`src/rtl/mem_stage.sv`:
```
`default_nettype none
// +--------------------------------------------------------------------------+
// | mem_stage: pipeline memory-access stage. Drives data-SRAM stores, extracts |
// | loads, forwards to ID/EX. Option macro: MS_UNALIGNED_CHK_EN (adds ms_ale). |
// | Revision: 1.0                                                              |
// +--------------------------------------------------------------------------+
module mem_stage #(
  parameter int ES_TO_MS_BUS_WD = 107,
  parameter int MS_TO_WS_BUS_WD = 70
) (
  input  logic                       clk,
  input  logic                       reset,
  input  logic                       ms_flush,
  input  logic                       ws_allowin,
  output logic                       ms_allowin,
  input  logic                       es_to_ms_valid,
  input  logic [ES_TO_MS_BUS_WD-1:0] es_to_ms_bus,
  output logic                       ms_to_ws_valid,
  output logic [MS_TO_WS_BUS_WD-1:0] ms_to_ws_bus,
  output logic [32:0]                ms_to_es_forward_bus,
  output logic [37:0]                ms_to_ds_forward_bus,
  output logic [5:0]                 ms_to_hazard_bus,
  output logic [3:0]                 data_sram_we,
  output logic [31:0]                data_sram_wdata,
  input  logic [31:0]                data_sram_rdata
`ifdef MS_UNALIGNED_CHK_EN
  ,
  output logic                       ms_ale
`endif
);

  logic                       ms_valid_q, ms_valid_d;
  logic [ES_TO_MS_BUS_WD-1:0] bus_q, bus_d;
  logic                       st_done_q, st_done_d;
  logic                       ld_hold_valid_q, ld_hold_valid_d;
  logic [31:0]                ld_hold_data_q, ld_hold_data_d;

  logic        res_from_mem, gr_we, mem_we, unsigned_ext_ld;
  logic [4:0]  dest;
  logic [1:0]  st_size, addr;
  logic [31:0] alu_result, rkd_value, pc;
  logic        ms_latch, store_active, store_en, wb_gr_we;
  logic [31:0] mem_data, ld_word, final_result;
  logic [7:0]  ld_byte;
  logic [15:0] ld_half;

  assign res_from_mem    = bus_q[106];
  assign gr_we           = bus_q[105];
  assign mem_we          = bus_q[104];
  assign dest            = bus_q[103:99];
  assign unsigned_ext_ld = bus_q[98];
  assign st_size         = bus_q[97:96];
  assign alu_result      = bus_q[95:64];
  assign rkd_value       = bus_q[63:32];
  assign pc              = bus_q[31:0];
  assign addr            = alu_result[1:0];

  assign ms_allowin     = !ms_valid_q || ws_allowin;
  assign ms_to_ws_valid = ms_valid_q;
  assign ms_latch       = es_to_ms_valid && ms_allowin && !ms_flush;
  assign store_active   = ms_valid_q && mem_we && !st_done_q;

`ifdef MS_UNALIGNED_CHK_EN
  logic misaligned;
  assign misaligned = ((st_size == 2'd1) && addr[0]) || (st_size[1] && (addr != 2'd0));
  assign ms_ale     = ms_valid_q && (mem_we || res_from_mem) && misaligned;
  assign store_en   = store_active && !misaligned;
  assign wb_gr_we   = gr_we && !(res_from_mem && misaligned);
`else
  assign store_en   = store_active;
  assign wb_gr_we   = gr_we;
`endif

  always_comb begin
    data_sram_we    = 4'b0000;
    data_sram_wdata = rkd_value;
    unique case (st_size)
      2'd0: begin
        data_sram_wdata = {4{rkd_value[7:0]}};
        if (store_en) data_sram_we = 4'b0001 << addr;
      end
      2'd1: begin
        data_sram_wdata = {2{rkd_value[15:0]}};
        if (store_en) data_sram_we = addr[1] ? 4'b1100 : 4'b0011;
      end
      default: begin
        if (store_en) data_sram_we = 4'b1111;
      end
    endcase
  end

  // Data held from the first MEM cycle wins once the SRAM output has moved on.
  always_comb begin
    mem_data = ld_hold_valid_q ? ld_hold_data_q : data_sram_rdata;
    unique case (addr)
      2'd0:    ld_byte = mem_data[7:0];
      2'd1:    ld_byte = mem_data[15:8];
      2'd2:    ld_byte = mem_data[23:16];
      default: ld_byte = mem_data[31:24];
    endcase
    ld_half = addr[1] ? mem_data[31:16] : mem_data[15:0];
    unique case (st_size)
      2'd0:    ld_word = {{24{ld_byte[7] & !unsigned_ext_ld}}, ld_byte};
      2'd1:    ld_word = {{16{ld_half[15] & !unsigned_ext_ld}}, ld_half};
      default: ld_word = mem_data;
    endcase
    final_result = res_from_mem ? ld_word : alu_result;
  end

  assign ms_to_ws_bus = {wb_gr_we, dest, final_result, pc};

  always_comb begin
    ms_to_es_forward_bus = 33'd0;
    ms_to_ds_forward_bus = 38'd0;
    ms_to_hazard_bus     = 6'd0;
    if (ms_valid_q) begin
      ms_to_es_forward_bus = {store_active, alu_result};
      ms_to_ds_forward_bus = {wb_gr_we && (dest != 5'd0), dest, final_result};
      ms_to_hazard_bus     = {dest, res_from_mem};
    end
  end

  always_comb begin
    ms_valid_d = ms_valid_q;
    if (ms_flush)        ms_valid_d = 1'b0;
    else if (ms_allowin) ms_valid_d = es_to_ms_valid;

    bus_d = ms_latch ? es_to_ms_bus : bus_q;

    st_done_d = st_done_q;
    if (ms_latch)          st_done_d = 1'b0;
    else if (store_active) st_done_d = 1'b1;

    ld_hold_valid_d = ld_hold_valid_q;
    ld_hold_data_d  = ld_hold_data_q;
    if (ms_latch || ms_flush || !ms_valid_q) begin
      ld_hold_valid_d = 1'b0;
    end else if (!ld_hold_valid_q && !ws_allowin) begin
      ld_hold_valid_d = 1'b1;
      ld_hold_data_d  = data_sram_rdata;
    end
  end

  always_ff @(posedge clk or posedge reset) begin
    if (reset) begin
      ms_valid_q      <= 1'b0;
      bus_q           <= '0;
      st_done_q       <= 1'b0;
      ld_hold_valid_q <= 1'b0;
      ld_hold_data_q  <= 32'd0;
    end else begin
      ms_valid_q      <= ms_valid_d;
      bus_q           <= bus_d;
      st_done_q       <= st_done_d;
      ld_hold_valid_q <= ld_hold_valid_d;
      ld_hold_data_q  <= ld_hold_data_d;
    end
  end

endmodule
`default_nettype wire

```
`config.mk`:
```
export PLATFORM = sky130hd
export DESIGN_NAME = mem_stage
export DESIGN_NICKNAME = d
export VERILOG_FILES = /design/src/rtl/mem_stage.sv
export SDC_FILE = /design/constraint.sdc
export NUM_CORES = 1
export LEC_CHECK = 0
export BUFFER_PORTS_ARGS = -buffer_cell sky130_fd_sc_hd__buf_2
export CAP_MARGIN = 15
export CORE_AREA = 2 2 181 94
export DETAILED_ROUTE_END_ITERATION = 10
export DIE_AREA = 0 0 183 96
export GPL_TIMING_DRIVEN = 0
export PLACE_DENSITY = 0.95
export SLEW_MARGIN = 40
export SYNTH_ARGS = -nofsm -noshare
export SYNTH_HDL_FRONTEND = slang
export SYNTH_SLANG_ARGS = --single-unit
```
`constraint.sdc`:
```
create_clock -name clk -period 6.4 [get_ports clk]
set_clock_uncertainty 0.05 [all_clocks]
set_input_delay 0.32 -clock clk [delete_from_list [all_inputs] [get_ports clk]]
set_output_delay 0.32 -clock clk [all_outputs]
set_load 0.1 [all_outputs]
```
==> run metrics <==
reg-to-reg critical path startpoint ms_to_ws_valid$_DFFE_PP0P_; final setup fails 0; Crit. Startpoint ld_hold_valid_q$_DFFE_PP0P_; area leader, netlist dfrtp_1; CP max FO 10; final hold violations 0; core footprint 16000 µm²; Final period util 0.566; initial antenna violation count 11; Post-synth top cells 161 x mux2_2, 142 x dfrtp_1, 72 x nand2_1, 60 x nor2_1, 55 x buf_4; RSZ-0062 raised after global routing no; pin count of the biggest net entering global routing 73; global-route wire length before repair 43400 µm; CP bufs+invs 4; CTS tree built; Final Routed Wirelength 29500 µm; Lkg Pwr 5.33 nW; Die H 96 µm; status complete, no violations; fin. max-slew vios 0; DRT Pass-1 Iters 7; P&R area growth vs syn 30.9%; CP Cell Sequence buf_6 -> buf_4 -> buf_4 -> mux2i_1 -> nor3_1 -> a221oi_1 -> a211oi_1 -> buf_2; Post-synth EDFFs 0; Period minus WS final 3.62 ns; clock latency on the worst-skew pair 0.43 ns; ANT nets after route 0; fin nets 1290; cell count after synthesis 797; Worst-Margin Slew 0.756 ns; crit start category flip-flop; Rows 33; CTS clk-pin slew, worst paths 0.06 ns; HPWL Detailed 23000 µm; clk root buf clkbuf_16; DR vias/cell 5.71; CTS Buffer Depth 2; cells on worst reg2reg path 7; Mean Syn Cell Area 10.6 µm²; FMAX 276 MHz; critical path's slowest cell mux2i_1; htree depth 4; r2r endpoint bus_q[1]$_DFFE_PP0P_; setup bufs post-CTS 0; All-Layer GR Usage 0.336; post-synth top area share 0.420; CP Depth 8; Initial Util 0.529; top post-synthesis cells by area dfrtp_1 42%, mux2_2 21%, buf_4 4.9%; gr ovfl total 0; Buffers on Ports 328; Post-synth ARST share 1.00; arrival time worst endpoint 3.25 ns; most common cell in the netlist mux2_2; Seq cells post-synth 142; post-synth net total 941; clk sinks 142; CP max stage delay 0.60 ns; Synth warnings 0; number of global-route vias before repair 7494; placed cell areas 10400 µm²; power per cell area 450 nW/µm²; worst endpoint required time 6.03 ns; Worst Hold Class in -> reg; CP top delay family buffers and inverters; Synth cell types 42; Max-Cap Viols 0; Remaining DRCs 0; Max-Slew Margin vs Limit 0.496; Fillers 1243; Peak supply drop 0.000250 V; CP Class reg -> out; R2R Setup Slk 3.90 ns; Crit path top cell by count buf_4; dominant synthesized flop cell dfrtp_1; DIE AREA 17600 µm²; Seq/Total Area, Yosys 0.420; Num CTS Buffers 17; Tot Pwr 0.00499 W; final instance area 11100 µm²; routed vias 7856; Die Wd 183 µm; Placer Congestion 0.955; IO Count 329; layout cells sized above 1 0.535; Initial DRC Count 771; final setup TNS 0 ns; Syn Std Cell Area 8470 µm²; CP Capture Type output pin; WL/cell 21.4 µm; Worst setup endpoint ms_to_ds_forward_bus[1]
[worst min-delay path by stage]
stage | from | end | cells past startpoint
2_1_floorplan | ms_flush | ms_to_ws_valid$_DFFE_PP0P_ | 1
3_3_place_gp | st_done_q$_DFFE_PP0P_ | st_done_q$_DFFE_PP0P_ | 2
3_5_place_dp | reset | bus_q[30]$_DFFE_PP0P_ | 2
4_1_cts | ms_flush | ms_to_ws_valid$_DFFE_PP0P_ | 2
5_1_grt | ms_flush | ms_to_ws_valid$_DFFE_PP0P_ | 2
6_report | ms_flush | ms_to_ws_valid$_DFFE_PP0P_ | 2
[layout by cell type (no fill, tap or decap), drive strengths merged, types with 3 or more instances in the layout]
master and instances:
clkinvlp 3, nand2b 20, nor2 61, diode 7
a211oi 10, o22ai 17, and2 39, a221oi 22
dfrtp 142, nor2b 3, clkbuf 51, bufinv 5
o21ai 19, o2bb2ai 7, clkinv 3, nand2 72
mux2 164, a21oi 39, mux4 9, inv 5
buf 409, mux2i 31, nor3 8, a21o 7
[per-layer routing]
metal | vias to the layer above | global-route usage | part of all wire
met5 | - | 0 | 0.0012
met4 | 6 | 0.0827 | 0.017
met3 | 58 | 0.126 | 0.12
met2 | 483 | 0.512 | 0.44
met1 | 3823 | 0.456 | 0.42
li1 | 3486 | - | -
[stage by stage]
step                instances   util  hold slack [ns]  setup WS (ns)
global route             1369  0.691           0.0325           2.80
global placement         1335  0.648            0.428          0.575
detailed placement       1336  0.650            0.361           3.40
CTS                      1368  0.691          0.00259           2.94
finish                   1375  0.692           0.0130           2.78
floorplan                 797      -            0.336           1.03
[report_power, final]
group          internal, W  switching, W  total [W]
combinational     0.000571       0.00211    0.00268
clock             0.000710      0.000398    0.00111
sequential         0.00107      0.000138    0.00121
total              0.00235       0.00264    0.00499
[state kept, by name (all words and copies together) (netlist names)]
| register | cells |
|---|---|
| ms_to_ws_valid | 1 |
| ld_hold_valid_q | 1 |
| ld_hold_data_q | 32 |
| st_done_q | 1 |
| bus_q | 107 |
[cell families after synthesis]
| logic type | share of synthesized area |
|---|---|
| flops | 0.420 |
| simple gates | 0.113 |
| compound gates | 0.106 |
| buf+inv | 0.0824 |
| mux | 0.279 |
[repair_timing]
item / 4_1_cts / 5_1_grt
resized for setup: 0 / 0
hold buffers: 1 / 0
endpoints found under the hold margin: 70 / 0
[layout make-up]
class,instances,area (µm²),share of cell area
Antenna cell,7,17.5,0.00158
Buffer,110,677,0.0611
Clock buffer,21,460,0.0415
Clock inverter,10,186,0.0168
Inverter,6,30.0,0.00271
Multi-Input combinational cell,539,4220,0.381
Sequential cell,142,3550,0.321
Tap cell,210,263,0.0237
Timing Repair Buffer,330,1680,0.151
Note: power is estimated with default switching activity, not from simulation.
